<file path="src/rtl/spi_master_ctrl.sv">
// rtl/spi_master_ctrl.sv - single-transfer SPI master with per-transfer mode, length and slave select
//
// Purpose:
//   Runs one SPI transaction per accepted start: IDLE -> SETUP -> XFER -> HOLD -> IDLE.
//   The mode, length, slave, bit order and tx word are latched when start is accepted
//   and stay fixed until the transfer ends. Received bits come back right-aligned.
//   Optional feature macro: SPI_LSB_FIRST_EN adds the lsb_first input. When it is
//   defined, tx_data is right-aligned and bits shift out and back in LSB first.
//   When it is undefined the port is absent and transfers are MSB first only.
//
// Ports:
//   clk, rst_n          system clock (rising edge), synchronous active-low reset
//   start               request pulse, sampled only in IDLE
//   slave_addr          target chip select; values >= NSLAVES are rejected with err
//   len                 bits to transfer; 0 or > DWIDTH means DWIDTH
//   cpol, cpha          SPI mode for this transfer
//   tx_data             transmit word (MSB-aligned, or right-aligned when LSB first)
//   lsb_first           (SPI_LSB_FIRST_EN only) LSB-first bit order
//   rx_data             received bits in [len-1:0], upper bits 0
//   busy, done, err     status; done and err are single-cycle pulses
//   sclk, mosi, miso    serial clock and data lines
//   cs_n                active-low chip selects, one per slave

module spi_master_ctrl #(
  parameter int DWIDTH       = 32,
  parameter int NSLAVES      = 4,
  parameter int S_ADDR_WIDTH = $clog2(NSLAVES),
  parameter int CLK_DIV      = 2
) (
  input  logic                        clk,
  input  logic                        rst_n,
  input  logic                        start,
  input  logic [S_ADDR_WIDTH-1:0]     slave_addr,
  input  logic [$clog2(DWIDTH+1)-1:0] len,
  input  logic                        cpol,
  input  logic                        cpha,
  input  logic [DWIDTH-1:0]           tx_data,
`ifdef SPI_LSB_FIRST_EN
  input  logic                        lsb_first,
`endif
  output logic [DWIDTH-1:0]           rx_data,
  output logic                        busy,
  output logic                        done,
  output logic                        err,
  output logic                        sclk,
  output logic                        mosi,
  input  logic                        miso,
  output logic [NSLAVES-1:0]          cs_n
);

  localparam int LW    = $clog2(DWIDTH + 1);
  localparam int EW    = $clog2(2 * DWIDTH + 1);
  localparam int DIV_W = (CLK_DIV > 1) ? $clog2(CLK_DIV) : 1;

  localparam logic [LW-1:0]    DW_LEN   = LW'(DWIDTH);
  localparam logic [DIV_W-1:0] DIV_LAST = DIV_W'(CLK_DIV - 1);

  typedef enum logic [1:0] {
    IDLE  = 2'd0,
    SETUP = 2'd1,
    XFER  = 2'd2,
    HOLD  = 2'd3
  } state_t;

  state_t                  state_q, state_d;
  logic [S_ADDR_WIDTH-1:0] addr_q, addr_d;
  logic [LW-1:0]           len_q, len_d;
  logic                    cpol_q, cpol_d;
  logic                    cpha_q, cpha_d;
  logic [DWIDTH-1:0]       shreg_q, shreg_d;
  logic [DWIDTH-1:0]       rx_q, rx_d;
  logic [DIV_W-1:0]        div_q, div_d;
  logic [EW-1:0]           edge_q, edge_d;
  logic                    sclk_q, sclk_d;
  logic                    mosi_q, mosi_d;
  logic                    done_q, done_d;
  logic                    err_q, err_d;

  // Bit order: fixed MSB-first unless the LSB-first option is built in.
  logic                    lsb_in;
`ifdef SPI_LSB_FIRST_EN
  logic                    lsb_q, lsb_d;
  assign lsb_in = lsb_first;
`else
  logic                    lsb_q;
  assign lsb_in = 1'b0;
  assign lsb_q  = 1'b0;
`endif

  logic [LW-1:0]           len_eff;
  logic                    addr_bad;
  logic                    first_bit;
  logic                    cur_bit;
  logic [DWIDTH-1:0]       shreg_sh;
  logic                    next_bit;
  logic [DWIDTH-1:0]       rx_ins_msb;
  logic [DWIDTH-1:0]       rx_ins_lsb;
  logic [DWIDTH-1:0]       rx_ins;
  logic [EW-1:0]           last_edge_idx;
  logic                    leading;
  logic [NSLAVES-1:0]      cs_n_c;

  assign len_eff   = ((len == '0) || (len > DW_LEN)) ? DW_LEN : len;
  assign addr_bad  = (32'(slave_addr) >= 32'(NSLAVES));
  assign first_bit = lsb_in ? tx_data[0] : tx_data[DWIDTH-1];
  assign cur_bit   = lsb_q ? shreg_q[0] : shreg_q[DWIDTH-1];
  assign shreg_sh  = lsb_q ? (shreg_q >> 1) : (shreg_q << 1);
  assign next_bit  = lsb_q ? shreg_sh[0] : shreg_sh[DWIDTH-1];

  // MSB-first: shift in at bit 0 so the first bit ends up at [len-1].
  // LSB-first: insert at [len-1] and shift right so the first bit ends up at [0].
  assign rx_ins_msb = {rx_q[DWIDTH-2:0], miso};

  always_comb begin
    rx_ins_lsb = rx_q >> 1;
    for (int i = 0; i < DWIDTH; i++) begin
      if (32'(len_q) == 32'(i + 1)) begin
        rx_ins_lsb[i] = miso;
      end
    end
  end

  assign rx_ins = lsb_q ? rx_ins_lsb : rx_ins_msb;

  // XFER ends after edge index 2*len-1, the last trailing edge.
  assign last_edge_idx = (EW'(len_q) << 1) - EW'(1);
  assign leading       = ~edge_q[0];

  always_comb begin
    state_d = state_q;
    addr_d  = addr_q;
    len_d   = len_q;
    cpol_d  = cpol_q;
    cpha_d  = cpha_q;
    shreg_d = shreg_q;
    rx_d    = rx_q;
    div_d   = div_q;
    edge_d  = edge_q;
    sclk_d  = sclk_q;
    mosi_d  = mosi_q;
    done_d  = 1'b0;
    err_d   = 1'b0;
`ifdef SPI_LSB_FIRST_EN
    lsb_d   = lsb_q;
`endif

    unique case (state_q)
      IDLE: begin
        mosi_d = 1'b0;
        if (start) begin
          if (addr_bad) begin
            err_d = 1'b1;
          end else begin
            addr_d  = slave_addr;
            len_d   = len_eff;
            cpol_d  = cpol;
            cpha_d  = cpha;
`ifdef SPI_LSB_FIRST_EN
            lsb_d   = lsb_first;
`endif
            shreg_d = tx_data;
            rx_d    = '0;
            div_d   = '0;
            edge_d  = '0;
            sclk_d  = cpol;
            mosi_d  = first_bit;
            state_d = SETUP;
          end
        end
      end

      SETUP: begin
        if (div_q == DIV_LAST) begin
          div_d   = '0;
          state_d = XFER;
        end else begin
          div_d = div_q + DIV_W'(1);
        end
      end

      XFER: begin
        if (div_q == DIV_LAST) begin
          div_d  = '0;
          sclk_d = ~sclk_q;
          edge_d = edge_q + EW'(1);
          if (leading) begin
            if (!cpha_q) begin
              rx_d = rx_ins;
            end else begin
              // Mode with cpha=1 drives data on the leading edge; the bit
              // already shown during SETUP is simply re-driven for bit 0.
              mosi_d = cur_bit;
            end
          end else begin
            shreg_d = shreg_sh;
            if (!cpha_q) begin
              mosi_d = next_bit;
            end else begin
              rx_d = rx_ins;
            end
          end
          if (edge_q == last_edge_idx) begin
            state_d = HOLD;
          end
        end else begin
          div_d = div_q + DIV_W'(1);
        end
      end

      HOLD: begin
        if (div_q == DIV_LAST) begin
          div_d   = '0;
          mosi_d  = 1'b0;
          done_d  = 1'b1;
          state_d = IDLE;
        end else begin
          div_d = div_q + DIV_W'(1);
        end
      end

      default: begin
        state_d = IDLE;
      end
    endcase
  end

  always_ff @(posedge clk) begin
    if (!rst_n) begin
      state_q <= IDLE;
      addr_q  <= '0;
      len_q   <= '0;
      cpol_q  <= 1'b0;
      cpha_q  <= 1'b0;
      shreg_q <= '0;
      rx_q    <= '0;
      div_q   <= '0;
      edge_q  <= '0;
      sclk_q  <= 1'b0;
      mosi_q  <= 1'b0;
      done_q  <= 1'b0;
      err_q   <= 1'b0;
`ifdef SPI_LSB_FIRST_EN
      lsb_q   <= 1'b0;
`endif
    end else begin
      state_q <= state_d;
      addr_q  <= addr_d;
      len_q   <= len_d;
      cpol_q  <= cpol_d;
      cpha_q  <= cpha_d;
      shreg_q <= shreg_d;
      rx_q    <= rx_d;
      div_q   <= div_d;
      edge_q  <= edge_d;
      sclk_q  <= sclk_d;
      mosi_q  <= mosi_d;
      done_q  <= done_d;
      err_q   <= err_d;
`ifdef SPI_LSB_FIRST_EN
      lsb_q   <= lsb_d;
`endif
    end
  end

  // Chip select follows the state register so it drops in the SETUP cycle
  // and rises in the same cycle done pulses.
  always_comb begin
    cs_n_c = '1;
    if (state_q != IDLE) begin
      for (int i = 0; i < NSLAVES; i++) begin
        if (32'(addr_q) == 32'(i)) begin
          cs_n_c[i] = 1'b0;
        end
      end
    end
  end

  assign cs_n    = cs_n_c;
  assign busy    = (state_q != IDLE);
  assign done    = done_q;
  assign err     = err_q;
  assign sclk    = sclk_q;
  assign mosi    = mosi_q;
  assign rx_data = rx_q;

endmodule

</file>
<file path="config.mk">
export PLATFORM = sky130hd
export DESIGN_NAME = spi_master_ctrl
export DESIGN_NICKNAME = d
export VERILOG_FILES = /design/src/rtl/spi_master_ctrl.sv
export SDC_FILE = /design/constraint.sdc
export NUM_CORES = 1
export LEC_CHECK = 0
export BUFFER_PORTS_ARGS = -buffer_cell sky130_fd_sc_hd__buf_2
export CELL_PAD_IN_SITES_DETAIL_PLACEMENT = 0
export CELL_PAD_IN_SITES_GLOBAL_PLACEMENT = 1
export CORE_MARGIN = 5
export CORE_UTILIZATION = 41
export DETAILED_ROUTE_END_ITERATION = 8
export PLACE_DENSITY_LB_ADDON = 0.1
export SYNTH_ARGS = -nofsm -noshare
export SYNTH_HDL_FRONTEND = slang
export SYNTH_SLANG_ARGS = --single-unit
</file>
<file path="constraint.sdc">
create_clock -name clk -period 2.2 [get_ports clk]
set_input_delay 0.55 -clock clk [delete_from_list [all_inputs] [get_ports clk]]
set_output_delay 0.55 -clock clk [all_outputs]
set_load 0.02 [all_outputs]
</file>
==> impl_metrics.json <==
{
  "status": "finished, final reports clean",
  "synth_cells": 410,
  "slew_viol_final": 0,
  "fill_cells": 908,
  "crit_family": "flip-flops",
  "cts_sinks": 86,
  "netlist-cell-type-count": 39,
  "drt_iter0_drc": 85,
  "drv_cap": 0,
  "via_per_inst": 4.98,
  "crit_slowest_cell": "dfxtp_2",
  "yosysWarnings": 0,
  "hold_path.class": "flip-flop to flip-flop",
  "synth_largest_area_cell": "dfxtp_1",
  "synth_nets": 463,
  "drive_gt1_share_pct": 25.2,
  "dr.pass1.iters": 4,
  "worstSetupStartpointType": "flip-flop",
  "htreeDepth": 3,
  "critical_path_class": "flip-flop to primary output",
  "layout_min_cycle_time_ns": 2.10,
  "design.die.area_um2": 11700,
  "areaGrowthSynthToFinish_pct": 17.5,
  "finalSetupViolCount": 0,
  "die_w_um": 108,
  "final_hold_viol_count": 0,
  "track_usage_pct": 14.4,
  "yosys.area.top_type_share_pct": 43.5,
  "yosys-top-cells-area": "dfxtp_1 44%, mux2i_1 8.4%, o211a_1 8.4%",
  "yosysSeqAreaShare_pct": 43.5,
  "rsz0062_at_grt": "no",
  "cp-end-kind": "primary output",
  "die_y_um": 108,
  "cp_slowest_stage_delay_ns": 0.37,
  "clk_pin_slew_ns": 0.08,
  "timing.hold.ws_ns": 0.468,
  "initial_core_util_pct": 42.4,
  "drt_wl_total_mm": 8.37,
  "critical_path.max_fanout": 10,
  "grt_start_max_net_pins": 64,
  "rows": 35,
  "leakage_uw": 0.00212,
  "grt_overflow": 0,
  "p_per_area_nw_per_um2": 1020,
  "crit_path_cell_trace": "inv_1, ha_4, or3_1, buf_2",
  "hold_end": "sclk",
  "hold_path_depth": 2,
  "drc": 0,
  "vias": 3075,
  "cts_root_buf": "clkbuf_8",
  "post_cts_buffers": 0,
  "wl_per_cell_um": 13.5,
  "avgSynthCellArea_um2": 9.65,
  "io_pins": 87,
  "fin_skew_ns": 0.00616,
  "cts-hold-fix-buffers": 0,
  "fin_nets": 538,
  "cp.arrival_ns": 1.55,
  "core_area_um2": 9330,
  "antenna_found_initial": 0,
  "grt_pass1_vias": 2870,
  "fmax_mhz": 477,
  "place.gp.congestion": 0.753,
  "critPathRequiredTime_ns": 1.65,
  "min_period_over_period_pct": 95.2,
  "ir_drop_mv": 0.517,
  "cts_tree": "done",
  "setup_tns_ns": 0,
  "dp_hpwl_mm": 5.80,
  "crit_buf_inv": 2,
  "regToRegEndpoint": "state_q[0]",
  "worstHoldStart": "sclk",
  "diodes": 0,
  "clockBufferDepth": 2,
  "reg2reg_depth": 7,
  "clk_latency_ns": 0.35,
  "grt_pass1_wl_mm": 13.6,
  "portBuffers": 85,
  "antenna_left": 0,
  "synth-seq-cells": 86,
  "netlist_area_um2": 3960,
  "worst-r2r-setup-slack_ns": 0.27,
  "r2r-start": "len_q[1]",
  "numCtsBuffers": 9
}
[worst register-to-register path, delay by kind of cell, from the launching register on]
kind | cells | cell delay [ns]
compound gates | 2 | 0.72
flops | 1 | 0.37
fa+ha+maj | 1 | 0.29
mux | 1 | 0.19
xor+xnor | 1 | 0.15
simple gates | 1 | 0.09
buf+inv | 1 | 0.05
[metal layers]
layer	up-vias	global-route usage (%)	wire length (um)
li1	1591	-	-
met1	1403	18.6	3970
met3	15	4.24	440
met2	66	23.1	3840
met5	-	0	0
met4	0	4.87	117
[registers in the layout (all words and copies together), names as in the netlist]
name and cells:
mosi 1, done 1, edge_q 7, addr_q 2, sclk 1, len_q 6, div_q 1, shreg_q 32
rx_data 32, cpha_q 1, state_q 2
[power breakdown]
part	total, uW	leakage (uW)	internal, uW	switching (uW)
clock	995	0.0000910	460	535
sequential	2000	0.000703	1830	175
combinational	1730	0.00132	767	968
[timing repair]
| action | CTS | global route |
|---|---|---|
| gates cloned | 0 | 0 |
| setup endpoints to repair | 2 | 1 |
| gates resized for setup | 3 | 1 |
[placed cells by master, fill, tap and decap left out, types with 2 or more instances in the layout]
master / synthesis / final
a21boi_0: 4 / 4
a21oi_1: 10 / 10
a22oi_1: 33 / 33
and2_1: 4 / 4
and3_1: 3 / 3
buf_12: 0 / 2
buf_2: 9 / 85
buf_4: 3 / 10
clkbuf_8: 0 / 11
clkinv_2: 0 / 3
dfxtp_1: 86 / 84
dfxtp_2: 0 / 2
ha_1: 7 / 5
inv_1: 8 / 8
mux2i_1: 33 / 33
nand2_1: 45 / 45
nand2b_1: 2 / 2
nand3_1: 10 / 10
nand4_1: 4 / 4
nor2_1: 13 / 12
nor2b_1: 38 / 38
nor3_1: 4 / 4
nor3b_1: 5 / 5
o211a_1: 33 / 33
o21ai_0: 7 / 7
or3_1: 2 / 2
xnor2_1: 6 / 6
xor2_1: 8 / 8
[synthesized netlist by cell type (all sizes together)]
cell type and count:
dfxtp 86, nand2 46, nor2b 38, a22oi 33, mux2i 33, o211a 33
buf 21, nor2 13, clkbuf 12, a21oi 11, nand3 10, inv 8
o21ai 8, xor2 8, ha 7, xnor2 6, nor3b 5, a21boi 4
and2 4, nand4 4, nor3 4, and3 3, nand2b 3, or3 2
a21o 1, a221o 1, conb 1, mux2 1, nor4bb 1, o2111a 1
o21ba 1, o41ai 1
[cells by family after synthesis]
group	synth area share [%]
and+or+nand+nor	17.4
AOI/OAI and AO/OA	19.1
DFF	43.5
buffers and inverters	5.98
muxes	8.64
xor gates and xnor gates	3.10
adders and majority gates	2.21
other	0.0948
[layout make-up]
| cell class | instances | area [um^2] | area share, % |
|---|---|---|---|
| repair buffers | 97 | 541 | 11.6 |
| clock inverters | 4 | 22.5 | 0.485 |
| well taps | 129 | 161 | 3.47 |
| flip-flops and latches | 86 | 1720 | 37.1 |
| clock buffers | 11 | 151 | 3.26 |
| multi-input cells | 283 | 2020 | 43.4 |
| inverters | 8 | 30.0 | 0.646 |
[worst max path at each step]
stage                          start         end  slack (ns)  cells past startpoint
after floorplan           state_q[0]  shreg_q[1]        0.31                      9
after global placement    state_q[0]  shreg_q[0]        0.30                      8
after detailed placement  state_q[0]  shreg_q[0]        0.24                      8
after CTS                 state_q[0]     cs_n[0]        0.05                      4
after global routing      state_q[1]     cs_n[0]        0.03                      4
final                     state_q[1]     cs_n[0]        0.10                      4
[stage by stage]
step | utilization (%) | instances | cell area (um^2) | power [uW] | setup WS [ns]
final | 49.8 | 618 | 4650 | 4730 | 0.105
after detailed placement | 47.8 | 603 | 4460 | 3760 | 0.240
after global placement | 47.8 | 603 | 4460 | 3720 | 0.296
after floorplan | - | 410 | 3960 | 3430 | 0.311
after CTS | 49.7 | 618 | 4640 | 4780 | 0.0464
after global routing | 49.8 | 618 | 4650 | 5080 | 0.0254
No activity file was read; power rests on OpenSTA's default activity.
